==> src/rtl/uart_fifo_bridge_if.sv <==
// Bundle between a UART receiver/transmitter pair and the FIFO bridge.
// The bridge is the slave; the surrounding UART logic (or a bench) is the master.
interface uart_fifo_bridge_if #(
  parameter int DATA_W = 8,
  parameter int DEPTH  = 16
);
  // rx_data_ready is a one-cycle strobe qualifying rx_data with no backpressure;
  // tx_start is a one-cycle request carrying tx_data, and the transmitter
  // acknowledges by raising tx_busy and completes by dropping it.
  logic                     rx_data_ready;
  logic [DATA_W-1:0]        rx_data;
  logic                     send;
  logic                     tx_busy;
  logic                     clr_ovf;
  logic                     tx_start;
  logic [DATA_W-1:0]        tx_data;
  logic [$clog2(DEPTH):0]   count;
  logic                     empty;
  logic                     full;
  logic                     overflow;

  modport master (
    output rx_data_ready, rx_data, send, tx_busy, clr_ovf,
    input  tx_start, tx_data, count, empty, full, overflow
  );

  modport slave (
    input  rx_data_ready, rx_data, send, tx_busy, clr_ovf,
    output tx_start, tx_data, count, empty, full, overflow
  );
endinterface

==> src/rtl/uart_fifo_bridge.sv <==
// Buffers received UART characters in a FIFO and forwards them to the
// transmitter on a send pulse, one character or a full drain per pulse.
module uart_fifo_bridge #(
  parameter int DATA_W = 8,
  parameter int DEPTH  = 16,
  parameter int BURST  = 0
) (
  input  logic              clk,
  input  logic              rst,
  uart_fifo_bridge_if.slave bus,
  output logic [1:0]        state_o
);
  localparam int PTR_W = $clog2(DEPTH);
  localparam int CNT_W = PTR_W + 1;

  typedef enum logic [1:0] {IDLE, START, WAIT_BUSY, WAIT_DONE} state_t;

  state_t            state_q;
  logic              tx_start_q;
  logic [DATA_W-1:0] tx_data_q;

  logic [DATA_W-1:0] mem_q [DEPTH];
  logic [PTR_W-1:0]  wr_ptr_q, wr_ptr_d;
  logic [PTR_W-1:0]  rd_ptr_q, rd_ptr_d;
  logic [CNT_W-1:0]  count_q, count_d;
  logic              overflow_q, overflow_d;

  logic empty, full, pop, accept, drop;

  assign empty  = (count_q == '0);
  assign full   = (count_q == CNT_W'(DEPTH));
  assign pop    = (state_q == START);
  // A pop in the same cycle frees the slot, so a push into a full FIFO still lands.
  assign accept = bus.rx_data_ready && (!full || pop);
  assign drop   = bus.rx_data_ready && full && !pop;

  always_comb begin
    wr_ptr_d   = wr_ptr_q;
    rd_ptr_d   = rd_ptr_q;
    count_d    = count_q;
    overflow_d = (overflow_q && !bus.clr_ovf) || drop;
    if (accept) wr_ptr_d = wr_ptr_q + 1'b1;
    if (pop)    rd_ptr_d = rd_ptr_q + 1'b1;
    case ({accept, pop})
      2'b10:   count_d = count_q + 1'b1;
      2'b01:   count_d = count_q - 1'b1;
      default: count_d = count_q;
    endcase
  end

  always_ff @(posedge clk) begin
    if (!rst && accept) mem_q[wr_ptr_q] <= bus.rx_data;
  end

  always_ff @(posedge clk) begin
    if (rst) begin
      wr_ptr_q   <= '0;
      rd_ptr_q   <= '0;
      count_q    <= '0;
      overflow_q <= 1'b0;
    end else begin
      wr_ptr_q   <= wr_ptr_d;
      rd_ptr_q   <= rd_ptr_d;
      count_q    <= count_d;
      overflow_q <= overflow_d;
    end
  end

  // The head is captured on entry to START, so a same-cycle push into a full
  // FIFO may overwrite that slot without corrupting the character being sent.
  always_ff @(posedge clk) begin
    if (rst) begin
      state_q    <= IDLE;
      tx_start_q <= 1'b0;
      tx_data_q  <= '0;
    end else begin
      tx_start_q <= 1'b0;
      case (state_q)
        IDLE: begin
          if (bus.send && !empty) begin
            state_q    <= START;
            tx_start_q <= 1'b1;
            tx_data_q  <= mem_q[rd_ptr_q];
          end
        end
        START: state_q <= WAIT_BUSY;
        WAIT_BUSY: begin
          if (bus.tx_busy) state_q <= WAIT_DONE;
        end
        WAIT_DONE: begin
          if (!bus.tx_busy) begin
            if (BURST != 0 && !empty) begin
              state_q    <= START;
              tx_start_q <= 1'b1;
              tx_data_q  <= mem_q[rd_ptr_q];
            end else begin
              state_q <= IDLE;
            end
          end
        end
        default: state_q <= IDLE;
      endcase
    end
  end

  assign bus.tx_start = tx_start_q;
  assign bus.tx_data  = tx_data_q;
  assign bus.count    = count_q;
  assign bus.empty    = empty;
  assign bus.full     = full;
  assign bus.overflow = overflow_q;
  assign state_o      = state_q;
endmodule

==> src/flat_wrapper.sv <==
// flat-port wrapper written by rule: the top's interface ports become plain ports
module uart_fifo_bridge_flat 
#(
  parameter int DATA_W = 8,
  parameter int DEPTH  = 16,
  parameter int BURST  = 0
)
  (clk, rst, state_o, bus_rx_data_ready, bus_rx_data, bus_send, bus_tx_busy, bus_clr_ovf, bus_tx_start, bus_tx_data, bus_count, bus_empty, bus_full, bus_overflow);
  uart_fifo_bridge_if #(.DATA_W(DATA_W), .DEPTH(DEPTH)) bus_i ();
  input  logic clk;
  input  logic rst;
  output logic [1:0] state_o;
  input wire logic [$bits(bus_i.rx_data_ready)-1:0] bus_rx_data_ready;
  input wire logic [$bits(bus_i.rx_data)-1:0] bus_rx_data;
  input wire logic [$bits(bus_i.send)-1:0] bus_send;
  input wire logic [$bits(bus_i.tx_busy)-1:0] bus_tx_busy;
  input wire logic [$bits(bus_i.clr_ovf)-1:0] bus_clr_ovf;
  output wire logic [$bits(bus_i.tx_start)-1:0] bus_tx_start;
  output wire logic [$bits(bus_i.tx_data)-1:0] bus_tx_data;
  output wire logic [$bits(bus_i.count)-1:0] bus_count;
  output wire logic [$bits(bus_i.empty)-1:0] bus_empty;
  output wire logic [$bits(bus_i.full)-1:0] bus_full;
  output wire logic [$bits(bus_i.overflow)-1:0] bus_overflow;
  assign bus_i.rx_data_ready = bus_rx_data_ready;
  assign bus_i.rx_data = bus_rx_data;
  assign bus_i.send = bus_send;
  assign bus_i.tx_busy = bus_tx_busy;
  assign bus_i.clr_ovf = bus_clr_ovf;
  assign bus_tx_start = bus_i.tx_start;
  assign bus_tx_data = bus_i.tx_data;
  assign bus_count = bus_i.count;
  assign bus_empty = bus_i.empty;
  assign bus_full = bus_i.full;
  assign bus_overflow = bus_i.overflow;
  uart_fifo_bridge #(.DATA_W(DATA_W), .DEPTH(DEPTH), .BURST(BURST)) u_core (.clk(clk), .rst(rst), .bus(bus_i), .state_o(state_o));
endmodule
==> config.mk <==
export PLATFORM = sky130hd
export DESIGN_NAME = uart_fifo_bridge_flat
export DESIGN_NICKNAME = d
export VERILOG_FILES = /design/src/rtl/uart_fifo_bridge_if.sv /design/src/rtl/uart_fifo_bridge.sv /design/src/flat_wrapper.sv
export SDC_FILE = /design/constraint.sdc
export NUM_CORES = 1
export LEC_CHECK = 0
export CAP_MARGIN = 20
export CORE_AREA = 4 4 116 118
export CTS_CLUSTER_SIZE = 28
export DETAILED_ROUTE_END_ITERATION = 6
export DIE_AREA = 0 0 120 122
export PLACE_DENSITY = 0.68
export SYNTH_ARGS = -nofsm -noshare
export SYNTH_HDL_FRONTEND = slang
export SYNTH_SLANG_ARGS = --single-unit
==> constraint.sdc <==
create_clock -name clk -period 5.7 [get_ports clk]
set_clock_uncertainty 0.15 [all_clocks]
set_input_delay 0.57 -clock clk [delete_from_list [all_inputs] [get_ports clk]]
set_output_delay 0.57 -clock clk [all_outputs]
set_load 0.02 [all_outputs]
==> impl_metrics.env <==
export IMPL_synth_cell_types=39
export IMPL_gp_congestion=0.799
export IMPL_cts_sinks=153
export IMPL_synth_top_cells_by_count="edfxtp_1, mux2i_1, nor2_1"
export IMPL_core_sq_um=12500
export IMPL_ios=33
export IMPL_cts_max_level=4
export IMPL_setup_violations=0
export IMPL_reg2reg_slack_ns=2.54
export IMPL_vias_per_cell=5.46
export IMPL_synth_top_cell_by_area="edfxtp_1"
export IMPL_die_h_um=122
export IMPL_endpoint_kind="flip-flop"
export IMPL_yosysWarnings=0
export IMPL_async_flop_share=0
export IMPL_cts_root_buf="clkbuf_16"
export IMPL_p_int_mw=2.12
export IMPL_grt_pass1_vias=3454
export IMPL_cts_tree="built"
export IMPL_drc=0
export IMPL_final_hold_violation_count=0
export IMPL_critPathMostFrequentCell="ha_1"
export IMPL_antennaDiodeCount=0
export IMPL_cts_buffers=17
export IMPL_post_synth_top_count_cell="edfxtp_1"
export IMPL_die_x_um=120
export IMPL_relSlewSlack=0.242
export IMPL_avgSynthCellArea_sq_um=15.0
export IMPL_synth_edf_count=128
export IMPL_worst_endpoint_arrival_ns=3.34
export IMPL_grt_overflow_total=0
export IMPL_cts_resized=0
export IMPL_reg2reg_depth=10
export IMPL_fin_tns_setup_ns=0
export IMPL_grtUsageTotal=0.179
export IMPL_postCtsHoldBufs=0
export IMPL_clk_pin_slew_ns=0.06
export IMPL_routedWlPerCell_um=19.5
export IMPL_wirelength_um=12300
export IMPL_start_kind="flip-flop"
export IMPL_ctsLongestPathBuffers=2
export IMPL_cp_max_fo=8
export IMPL_peakVddDrop_v=0.000242
export IMPL_hold_depth=2
export IMPL_fin_crit_ns=3.16
export IMPL_netlist_instances=413
export IMPL_max_clock_freq_mhz=316
export IMPL_rows=41
export IMPL_hold_worst_slack_ns=0.300
export IMPL_antenna_found_initial=0
export IMPL_p_clk_frac=0.364
export IMPL_slowest_delay_ns=0.65
export IMPL_fp_dieArea_sq_um=14600
export IMPL_syn_area_sq_um=6190
export IMPL_synth_seq_cells=153
export IMPL_vias=3434
export IMPL_path_class="reg -> reg"
export IMPL_status="complete, no violations"
export IMPL_rsz0062_at_grt="false"
export IMPL_r2r_start="u_core.state_o[1]$_SDFFE_PP0P_"
export IMPL_ant_nets=0
export IMPL_grt_max_degree=67
export IMPL_worst_skew_pair_late_latency_ns=0.41
export IMPL_required_ns=5.88
export IMPL_timing_rr_end="u_core.bus.count[4]$_SDFFE_PP0P_"
export IMPL_maxSlewViolCount=0
export IMPL_area_growth_pct=16.4
export IMPL_dr_pass1_iters=4
export IMPL_port_buffer_count=32
export IMPL_switchingPower_uw=737
export IMPL_syn_nets=439
export IMPL_p_total_mw=2.85
export IMPL_synth_main_ff_cell="edfxtp_1"
export IMPL_hp_class="reg -> reg"
export IMPL_cp_endpoint="u_core.bus.count[4]$_SDFFE_PP0P_"
export IMPL_p_leak_nw=2.26
export IMPL_drive_gt1_frac=0.0941
export IMPL_drtIter0Drc=234
export IMPL_crit_chain="inv_1 > ha_1 > nor2b_1 > xor2_1 > ha_1 > o31a_2 > o21ai_0 > nand2_1 > or3_2 > a21oi_1"
export IMPL_dp_hpwl_um=7990
export IMPL_synth_top_cell_area_share=0.621
export IMPL_critPathSlowestCell="nor2b_1"
export IMPL_cts_setup_buffers=0
export IMPL_initial_core_util=0.497
export IMPL_crit_path_start="u_core.state_o[1]$_SDFFE_PP0P_"
export IMPL_seq_power_share=0.467
export IMPL_synth_area_leaders="edfxtp_1, mux2i_1, dfxtp_1"
export IMPL_comb_power_share=0.169
export IMPL_fin_nets=470
export IMPL_power_density_nw_per_um2=396
export IMPL_grt_first_pass_wirelength_um=18900
export IMPL_yosysSeqAreaShare=0.702
export IMPL_tightestPinTransition_ns=1.14
export IMPL_period_share=0.554
export IMPL_sw_frac_of_total=0.258
export IMPL_maxCapViolations=0
export IMPL_final_core_utilization=0.578
sequential cells by signal (all words and copies together) (netlist names):
register	flops
u_core.rd_ptr_q	4
u_core.mem_q	128
u_core.wr_ptr_q	4
u_core.state_o	2
u_core.bus.tx_start	1
u_core.bus.tx_data	8
u_core.bus.overflow	1
u_core.bus.count	5
power by group through the flow:
stage	sequential, mW	combinational, mW	clock, mW
2_1_floorplan	1.37	0.276	0
3_5_place_dp	1.35	0.483	0
3_3_place_gp	1.35	0.469	0
4_1_cts	1.33	0.486	1.06
6_report	1.33	0.481	1.04
5_1_grt	1.34	0.529	1.11
cell families (layout without fill, tap and decap cells):
kind of cell	after synthesis	after routing	share of synthesized area
DFF	153	153	0.702
adders and majority gates	12	12	0.0243
buffers and inverters	28	72	0.0192
xor gates and xnor gates	8	8	0.0113
AOI/OAI and AO/OA	59	59	0.0671
and+or+nand+nor	85	85	0.0665
muxes	68	68	0.110
area by class of cell:
type                    count  area [sq um]
multi-input cells         232          1730
fillers                   968          5260
clock inverters             6          36.3
inverters                   8          30.0
clock buffers              26           526
repair buffers             32           320
flip-flops and latches    153          4350
well taps                 172           215
cell usage in the layout (no fill, tap or decap), types with 6 or more instances in the layout:
master           netlist  final
edfxtp_1             128    128
mux2i_1               68     68
nor2_1                36     36
clkdlybuf4s50_1        0     32
dfxtp_1               25     24
clkbuf_16              0     19
o22ai_1               18     18
nand2_1               16     16
o21ai_0               12     12
ha_1                  12     12
nor3_1                 9      9
inv_1                  8      8
o22a_1                 7      7
o221ai_1               7      7
xor2_1                 6      6
a21oi_1                6      6
critical path, delay by kind of cell, from the launching register on:
kind,cells,cell delay (ns)
flops,1,0.35
buf+inv,1,0.12
compound gates,3,0.58
simple gates,3,1.13
fa+ha+maj,2,0.60
xor+xnor,1,0.14
routing by layer:
| layer | GRT usage | vias up | part of all wire |
|---|---|---|---|
| li1 | - | 1634 | - |
| met1 | 0.240 | 1665 | 0.44 |
| met2 | 0.269 | 116 | 0.46 |
| met3 | 0.0492 | 19 | 0.068 |
| met4 | 0.0931 | 0 | 0.032 |
| met5 | 0 | - | 0 |
per-stage QoR:
step / std cells / worst slack [ns] / instance area, sq um
detailed placement: 597 / 2.43 / 6640
global route: 629 / 2.34 / 7200
CTS: 629 / 2.55 / 7200
floorplan: 413 / 2.91 / 6190
finish: 629 / 2.54 / 7200
global placement: 597 / 2.51 / 6640
worst min path at each step:
| stage | start | endpoint | slack [ns] |
|---|---|---|---|
| after global routing | u_core.bus.tx_data[4]$_SDFFE_PP0P_ | u_core.bus.tx_data[4]$_SDFFE_PP0P_ | 0.34 |
| after floorplan | u_core.wr_ptr_q[3]$_SDFFE_PP0P_ | u_core.wr_ptr_q[3]$_SDFFE_PP0P_ | 0.38 |
| final | u_core.bus.tx_data[0]$_SDFFE_PP0P_ | u_core.bus.tx_data[0]$_SDFFE_PP0P_ | 0.30 |
| after global placement | u_core.bus.tx_data[0]$_SDFFE_PP0P_ | u_core.bus.tx_data[0]$_SDFFE_PP0P_ | 0.29 |
| after detailed placement | u_core.bus.tx_data[7]$_SDFFE_PP0P_ | u_core.bus.tx_data[7]$_SDFFE_PP0P_ | 0.30 |
| after CTS | u_core.bus.tx_data[7]$_SDFFE_PP0P_ | u_core.bus.tx_data[7]$_SDFFE_PP0P_ | 0.31 |
No activity file was read; power rests on OpenSTA's default activity.
